[config.mk]
export PLATFORM = sky130hd
export DESIGN_NAME = serial_adder_flat
export DESIGN_NICKNAME = d
export VERILOG_FILES = /design/src/rtl/serial_adder_pkg.sv /design/src/rtl/serial_adder_if.sv /design/src/rtl/serial_adder_full_adder.sv /design/src/rtl/serial_adder.sv /design/src/flat_wrapper.sv
export SDC_FILE = /design/constraint.sdc
export NUM_CORES = 1
export LEC_CHECK = 0
export CORE_MARGIN = 3
export CORE_UTILIZATION = 46
export CTS_CLUSTER_DIAMETER = 100
export DETAILED_ROUTE_END_ITERATION = 6
export PLACE_DENSITY_LB_ADDON = 0.1
export SYNTH_ARGS = -nofsm -noshare
export SYNTH_HDL_FRONTEND = slang
export SYNTH_SLANG_ARGS = --single-unit
[constraint.sdc]
create_clock -name clk -period 1.38 [get_ports clk]
set_input_delay 0.345 -clock clk [delete_from_list [all_inputs] [get_ports clk]]
set_output_delay 0.345 -clock clk [all_outputs]
set_load 0.005 [all_outputs]
[src/rtl/serial_adder_pkg.sv]
// Shared types and helpers for the bit-serial adder.
// Latency and backpressure are owned by serial_adder; this package holds only types.
package serial_adder_pkg;

  typedef logic [1:0] state_t;

  localparam state_t S_IDLE  = 2'd0;
  localparam state_t S_SHIFT = 2'd1;
  localparam state_t S_DONE  = 2'd2;

  function automatic int cnt_w(input int width);
    return $clog2(width) + 1;
  endfunction

endpackage

[src/rtl/serial_adder_if.sv]
// Request/result bundle of the bit-serial adder; ovf exists only with SERIAL_ADDER_OVF_EN.
// No flow control of its own: start is a level sampled only while the adder is idle.
interface serial_adder_if #(parameter int WIDTH = 8);

  logic             start;
  logic [WIDTH-1:0] a;
  logic [WIDTH-1:0] b;
  logic             cin;
  logic             busy;
  logic             done;
  logic [WIDTH-1:0] sum;
  logic             cout;
`ifdef SERIAL_ADDER_OVF_EN
  logic             ovf;
`endif

  modport master (
    output start, a, b, cin,
    input  busy, done, sum, cout
`ifdef SERIAL_ADDER_OVF_EN
    , input ovf
`endif
  );

  modport slave (
    input  start, a, b, cin,
    output busy, done, sum, cout
`ifdef SERIAL_ADDER_OVF_EN
    , output ovf
`endif
  );

endinterface

[src/rtl/serial_adder_full_adder.sv]
// One-bit combinational full adder cell, zero latency.
// No backpressure: pure combinational logic.
module full_adder (
  input  logic a,
  input  logic b,
  input  logic ci,
  output logic s,
  output logic co
);

  assign s  = a ^ b ^ ci;
  assign co = (a & b) | (ci & (a ^ b));

endmodule

[src/rtl/serial_adder.sv]
// Bit-serial adder, LSB first; done pulses WIDTH clocks after start is accepted (SERIAL_ADDER_OVF_EN adds ovf).
// No queuing: start is sampled only in IDLE and ignored while busy or done.
module serial_adder
  import serial_adder_pkg::*;
#(
  parameter int WIDTH = 8
) (
  input  logic           clk,
  input  logic           rst_n,
  serial_adder_if.slave  bus
);

  localparam int CW = cnt_w(WIDTH);

  state_t           state_q, state_d;
  logic [WIDTH-1:0] a_sh_q, a_sh_d;
  logic [WIDTH-1:0] b_sh_q, b_sh_d;
  logic [WIDTH-1:0] sum_sh_q, sum_sh_d;
  logic             carry_q, carry_d;
  logic [CW-1:0]    cnt_q, cnt_d;
  logic [WIDTH-1:0] sum_q, sum_d;
  logic             cout_q, cout_d;
`ifdef SERIAL_ADDER_OVF_EN
  logic             ovf_q, ovf_d;
`endif

  logic fa_s, fa_co;
  logic last_bit;

  full_adder u_fa (
    .a  (a_sh_q[0]),
    .b  (b_sh_q[0]),
    .ci (carry_q),
    .s  (fa_s),
    .co (fa_co)
  );

  assign last_bit = (cnt_q == CW'(WIDTH - 1));

  always_comb begin
    state_d  = state_q;
    a_sh_d   = a_sh_q;
    b_sh_d   = b_sh_q;
    sum_sh_d = sum_sh_q;
    carry_d  = carry_q;
    cnt_d    = cnt_q;
    sum_d    = sum_q;
    cout_d   = cout_q;
`ifdef SERIAL_ADDER_OVF_EN
    ovf_d    = ovf_q;
`endif
    case (state_q)
      S_IDLE: begin
        if (bus.start) begin
          a_sh_d  = bus.a;
          b_sh_d  = bus.b;
          carry_d = bus.cin;
          cnt_d   = '0;
          state_d = S_SHIFT;
        end
      end
      S_SHIFT: begin
        a_sh_d   = {1'b0, a_sh_q[WIDTH-1:1]};
        b_sh_d   = {1'b0, b_sh_q[WIDTH-1:1]};
        sum_sh_d = {fa_s, sum_sh_q[WIDTH-1:1]};
        carry_d  = fa_co;
        cnt_d    = cnt_q + CW'(1);
        // Visible result updates only here, so partial sums never leak out.
        if (last_bit) begin
          sum_d   = {fa_s, sum_sh_q[WIDTH-1:1]};
          cout_d  = fa_co;
`ifdef SERIAL_ADDER_OVF_EN
          ovf_d   = carry_q ^ fa_co;
`endif
          state_d = S_DONE;
        end
      end
      S_DONE:  state_d = S_IDLE;
      default: state_d = S_IDLE;
    endcase
  end

  always_ff @(posedge clk or negedge rst_n) begin
    if (!rst_n) begin
      state_q  <= S_IDLE;
      a_sh_q   <= '0;
      b_sh_q   <= '0;
      sum_sh_q <= '0;
      carry_q  <= 1'b0;
      cnt_q    <= '0;
      sum_q    <= '0;
      cout_q   <= 1'b0;
`ifdef SERIAL_ADDER_OVF_EN
      ovf_q    <= 1'b0;
`endif
    end else begin
      state_q  <= state_d;
      a_sh_q   <= a_sh_d;
      b_sh_q   <= b_sh_d;
      sum_sh_q <= sum_sh_d;
      carry_q  <= carry_d;
      cnt_q    <= cnt_d;
      sum_q    <= sum_d;
      cout_q   <= cout_d;
`ifdef SERIAL_ADDER_OVF_EN
      ovf_q    <= ovf_d;
`endif
    end
  end

  assign bus.busy = (state_q == S_SHIFT);
  assign bus.done = (state_q == S_DONE);
  assign bus.sum  = sum_q;
  assign bus.cout = cout_q;
`ifdef SERIAL_ADDER_OVF_EN
  assign bus.ovf  = ovf_q;
`endif

endmodule
[src/flat_wrapper.sv]
// flat-port wrapper written by rule: the top's interface ports become plain ports
module serial_adder_flat import serial_adder_pkg::*;
#(
  parameter int WIDTH = 8
)
  (clk, rst_n, bus_start, bus_a, bus_b, bus_cin, bus_busy, bus_done, bus_sum, bus_cout);
  serial_adder_if #(.WIDTH(WIDTH)) bus_i ();
  input  logic clk;
  input  logic rst_n;
  input wire logic [$bits(bus_i.start)-1:0] bus_start;
  input wire logic [$bits(bus_i.a)-1:0] bus_a;
  input wire logic [$bits(bus_i.b)-1:0] bus_b;
  input wire logic [$bits(bus_i.cin)-1:0] bus_cin;
  output wire logic [$bits(bus_i.busy)-1:0] bus_busy;
  output wire logic [$bits(bus_i.done)-1:0] bus_done;
  output wire logic [$bits(bus_i.sum)-1:0] bus_sum;
  output wire logic [$bits(bus_i.cout)-1:0] bus_cout;
  assign bus_i.start = bus_start;
  assign bus_i.a = bus_a;
  assign bus_i.b = bus_b;
  assign bus_i.cin = bus_cin;
  assign bus_busy = bus_i.busy;
  assign bus_done = bus_i.done;
  assign bus_sum = bus_i.sum;
  assign bus_cout = bus_i.cout;
  serial_adder #(.WIDTH(WIDTH)) u_core (.clk(clk), .rst_n(rst_n), .bus(bus_i));
endmodule
### Word-level counts from Yosys, hierarchy flattened

Index checks and enable logic that the tools add are counted.

* multiplexer cells: 11
* add/sub/neg operators: 1
* reductions and logical operators: 5
* order comparisons: 0
* multiply operators: 0
* eq/ne operators: 5
* shifts and indexed selects: 0
* bitwise gates (word level): 5
* div/mod/pow operators: 0

Operators by type and width (count)
* $pmux W8 S2: 2
* $mux W8: 2
* $pmux W4 S2: 1
* $reduce_and A2 Y1: 3
* $add A4 B1 Y4 const B: 1
* $eq A4 B3 Y1 const B: 1
* $mux W2: 2
* $mux W4: 1
* $pmux W2 S2: 1
* $and A1 B1 Y1: 2
* $eq A2 B1 Y1 const B: 1
* $eq A2 B2 Y1 const B: 1
* $logic_not A2 Y1: 1
* $ne A2 B1 Y1 const B: 1
* $ne A2 B2 Y1 const B: 1
* $pmux W1 S2: 1
* $reduce_bool A2 Y1: 1
* $xor A1 B1 Y1: 2
* $mux W1: 1
* $or A1 B1 Y1: 1

* RAM bits: 0
* register bits: 40
* output and inout port bits: 11
* memory bits (read-only): 0
* memories: 0
* input bits: 20
* bits in latches: 0
* word-level logic and storage cells: 35

### Depth between registers and ports, before layout

* depth after elaboration: 4
* mapped depth: 6

### Cells and area by module

A second synthesis with hierarchy kept.

* cell total of the unflattened synthesis: 168
* area total of the unflattened synthesis: 1765.4 um2

By module, submodules not included
* serial_adder: instances 1, area each 1745.4 um2, cells each 167, sequential area each 975.9 um2
* full_adder: instances 1, area each 20.0 um2, cells each 1, sequential area each 0.0 um2

### Worst setup path after synthesis

Ideal clock, no wire load.

* path type: register to register
* start: reg u_core.cnt_q[0]
* end: reg u_core.cout_q (netlist: u_core.bus.cout)
* library setup time: 0.125 ns
* cell stages (with the launch flop): 5
* required time: 1.255 ns
* slack: -0.037 ns
* buffers on the path: 0
* data arrival time: 1.292 ns
* cells stage by stage: dfrtp_1 ha_1 nand2_1 nor3_4 mux2_2

* longest elaborated chain between the ends: 2

Ends and longest elaborated chain
* start, declared: line serial_adder.sv:20 `logic [CW-1:0] cnt_q, cnt_d;`
* start signal, assigned: line serial_adder.sv:102 `cnt_q <= cnt_d;`
* $eq A4 B3 Y1: line serial_adder.sv:38 `assign last_bit = (cnt_q == CW'(WIDTH - 1));`
* $reduce_and A2 Y1 (no line)
* end signal, assigned: line serial_adder.sv:104 `cout_q <= cout_d;`
* end, declared: line serial_adder.sv:22 `logic cout_q, cout_d;`

No other way between the ends.
A chain may end at the register's enable or synchronous reset.

### Final worst setup path

* start: reg u_core.state_q[1]
* end: out bus_done

* longest elaborated chain between the ends: 1

Ends and longest elaborated chain
* start, declared: line serial_adder.sv:15 `state_t state_q, state_d;`
* start signal, assigned: line serial_adder.sv:97 `state_q <= state_d;`
* $eq A2 B2 Y1: line serial_adder.sv:112 `assign bus.done = (state_q == S_DONE);`
* end, declared: line flat_wrapper.sv:15 `output wire logic [$bits(bus_i.done)-1:0] bus_done;`

No other way between the ends.

==> summary.md <==
| Metric | Value |
|---|---|
| Global route total overflow | 0 |
| Flop pwr share | 38.5% |
| Mean Syn Cell Area | 10.7 µm² |
| Non-filler cells, final | 262 |
| Post-synthesis instance total | 155 |
| Area delta synth->final | 44.1% |
| Arr. time, crit path | 1090 ps |
| WL met3 | 132 µm |
| Top cells by area, synth | dfrtp_1, nand2_1, mux2_2 |
| R2R Setup Slk | -50 ps |
| Pre-antenna DRT Iters | 4 |
| Top sig layer | met4 |
| Die Ht | 66.2 µm |
| Register area share after synthesis | 58.6% |
| Layout cells sized above 1 | 28.7% |
| Initial antenna violation count | 0 |
| Longest Clk Path Bufs | 2 |
| Violated checks | setup timing |
| Switch Pwr | 0.00168 W |
| DRT iter0 DRCs | 73 |
| First-pass GRT wire length | 6.00 mm |
| Vias/cell | 5.16 |
| Pint | 0.00335 W |
| Outcome | complete, but fails checks |
| Unrepaired setup endpoints after global routing | true |
| M1 WL | 1.65 mm |
| # IOs | 31 |
| Critical R2R Launch | u_core.cnt_q[1]$_DFFE_PN0P_ |
| Placed insts | 241 |
| GRT Total Usage | 18.6% |
| CTS root buf | clkbuf_4 |
| Post-DP HPWL | 2.29 mm |
| Max-Cap Viols | 0 |
| Final Hold Violating Endpoints | 0 |
| Total number of vias | 1352 |
| Clock latency on the worst-skew pair | 360 ps |
| Synth Register Bits | 39 |
| N_diodes | 0 |
| Yosys warns | 0 |
| Crit path kind | reg2out |
| Die area | 4380 µm² |
| Met2 wire len | 1.69 mm |
| Vias in the first global route | 1351 |
| Peak supply drop | 1.25 mV |
| Sw Share | 33.4% |
| CP Launch Type | flop |
| Final setup viols | 11 |
| Fin nets | 237 |
| DR DRC count | 0 |
| Row count | 21 |
| Critical Path End Type | output pin |
| Die width | 66.2 µm |
| Routed len/inst | 13.5 µm |
| Yosys top cell area share | 58.6% |
| Post-Route WL | 3.53 mm |
| Reg2reg path depth | 5 |
| RR Endpoint | u_core.bus.sum[6]$_DFFE_PN0P_ |
| CP max FO | 2 |
| H-tree levels | 2 |
| P per Cell Area | 2100 nW/µm² |
| Final Max Slew Viols | 0 |
| Syn_nets | 177 |
| Final Skew | 12.0 ps |
| Commonest non-fill, non-tap cell in the layout | nand2_1 |
| Pwr Total | 0.00503 W |
| CTS tree | done |
| Distinct cells, synth | 24 |
| Port bufs | 30 |
| Worst Setup Slack, final | -52.7 ps |
| Core ar. | 3420 µm² |
| Largest net degree at the start of global routing | 40 |
| Fin crit share | 104% |
| Detail Route Antenna Nets | 0 |
| Cts bufs inserted | 5 |
| Tmin final | 1430 ps |
| Starting Density | 48.8% |
| Achievable Freq | 0.698 GHz |
| Synth Cell Area | 1670 µm² |
| Synth area leader | dfrtp_1 |
| Clock share of power | 16.2% |
| Routability congestion estimate from global placement | 0.776 |
| Gate power share | 45.3% |
| Rel. slew slack | 83.4% |
| Leading cell types in the layout, fill and taps excluded | nand2_1, dfrtp_1, buf_4, clkdlybuf4s50_1, o21ai_0 |
| Worst slew pin tran | 249 ps |
| Leakage | 1.12 nW |
| CP Data Required Time | 1030 ps |
| CTS clk-pin slew, worst paths | 120 ps |
| Hold Crit Class | in2async |
| Sinks on Clock Net | 39 |
-- routing by layer --
metal  GRT usage, %  up-vias
met2           27.9       22
li1               -      656
met4           6.85        0
met1           24.9      668
met5              0        -
met3           6.12        6
-- layout make-up --
cell class	instances	area, µm²
fill	272	1020
clock buffer	6	51.3
sequential	39	977
inverter	2	10.0
timing repair buffer	62	574
clock inverter	2	35.0
tap	46	57.6
multi-input combinational	105	694
-- logic make-up (layout without fill, tap and decap cells) --
family / after synthesis / in the layout / share of synthesized area (%)
DFF: 39 / 39 / 58.6
adders and majority gates: 2 / 2 / 1.95
and+or+nand+nor: 55 / 55 / 15.5
buffers and inverters: 11 / 72 / 3.00
muxes: 10 / 10 / 6.76
AOI/OAI and AO/OA: 38 / 38 / 14.2
-- how the worst max path moves through the flow --
stage                                  start                       endpoint  slack [ps]  cells after the start
2_1_floorplan    u_core.cnt_q[0]$_DFFE_PN0P_    u_core.bus.cout$_DFFE_PN0P_         -40                      4
3_3_place_gp                       bus_start   u_core.b_sh_q[3]$_DFFE_PN0P_        -130                      5
3_5_place_dp                       bus_start   u_core.b_sh_q[0]$_DFFE_PN0P_        -230                      5
4_1_cts        u_core.state_q[0]$_DFFE_PN0P_                       bus_busy        -160                      3
5_1_grt          u_core.cnt_q[1]$_DFFE_PN0P_  u_core.bus.sum[6]$_DFFE_PN0P_        -110                      5
6_report       u_core.state_q[1]$_DFFE_PN0P_                       bus_done         -50                      4
-- cells in the mapped netlist --
cell type,instances
a32o_1,1
a22o_1,2
buf_4,1
nor2_1,3
nand2_1,40
and3b_1,3
a21oi_1,4
a31oi_1,1
clkbuf_1,4
a22oi_1,12
inv_1,1
or3_1,1
buf_2,4
fa_1,1
mux2_2,10
o21bai_1,1
nor2b_1,3
nand2b_4,1
o21ai_0,17
dfrtp_1,39
nand3_1,3
clkinv_1,1
ha_1,1
nor3_4,1
-- through the flow --
stage | utilization (%) | setup slack (ps) | area [µm²] | TNS, ps | hold WS (ps)
floorplan | - | -36.8 | 1670 | -331 | 49.4
global placement | 62.7 | -125 | 2140 | -2130 | 327
detailed placement | 62.7 | -229 | 2140 | -3110 | 328
CTS | 70.2 | -164 | 2400 | -1460 | 470
global route | 70.3 | -112 | 2400 | -1430 | 477
finish | 70.3 | -52.7 | 2400 | -439 | 467
-- registers in the layout, indices dropped and copies added (netlist names) --
register,flops
u_core.bus.cout,1
u_core.cnt_q,4
u_core.state_q,2
u_core.bus.sum,8
u_core.carry_q,1
u_core.a_sh_q,8
u_core.b_sh_q,8
u_core.sum_sh_q,7
-- worst max-delay path, stage by stage, from the launching register on --
cell	delay, ps
dfrtp_1	410
buf_6	130
inv_4	50
nor2_2	30
buf_2	120
-- power groups by stage --
stage                     clock network (W)  logic [W]  registers (W)
after floorplan                           0    0.00111        0.00188
after global placement                    0    0.00189        0.00192
after detailed placement                  0    0.00195        0.00195
after CTS                          0.000830    0.00224        0.00192
after global routing               0.000870    0.00254        0.00201
final                              0.000814    0.00228        0.00194
-- timing repair --
item,CTS,global route
gates cloned,1,0
endpoints found under the setup margin,23,40
hold buffers,1,0
gates resized for setup,35,22
pin swaps,2,3
endpoints found under the hold margin,39,0
buffers inserted,11,4
Note: power is estimated with default switching activity, not from simulation.
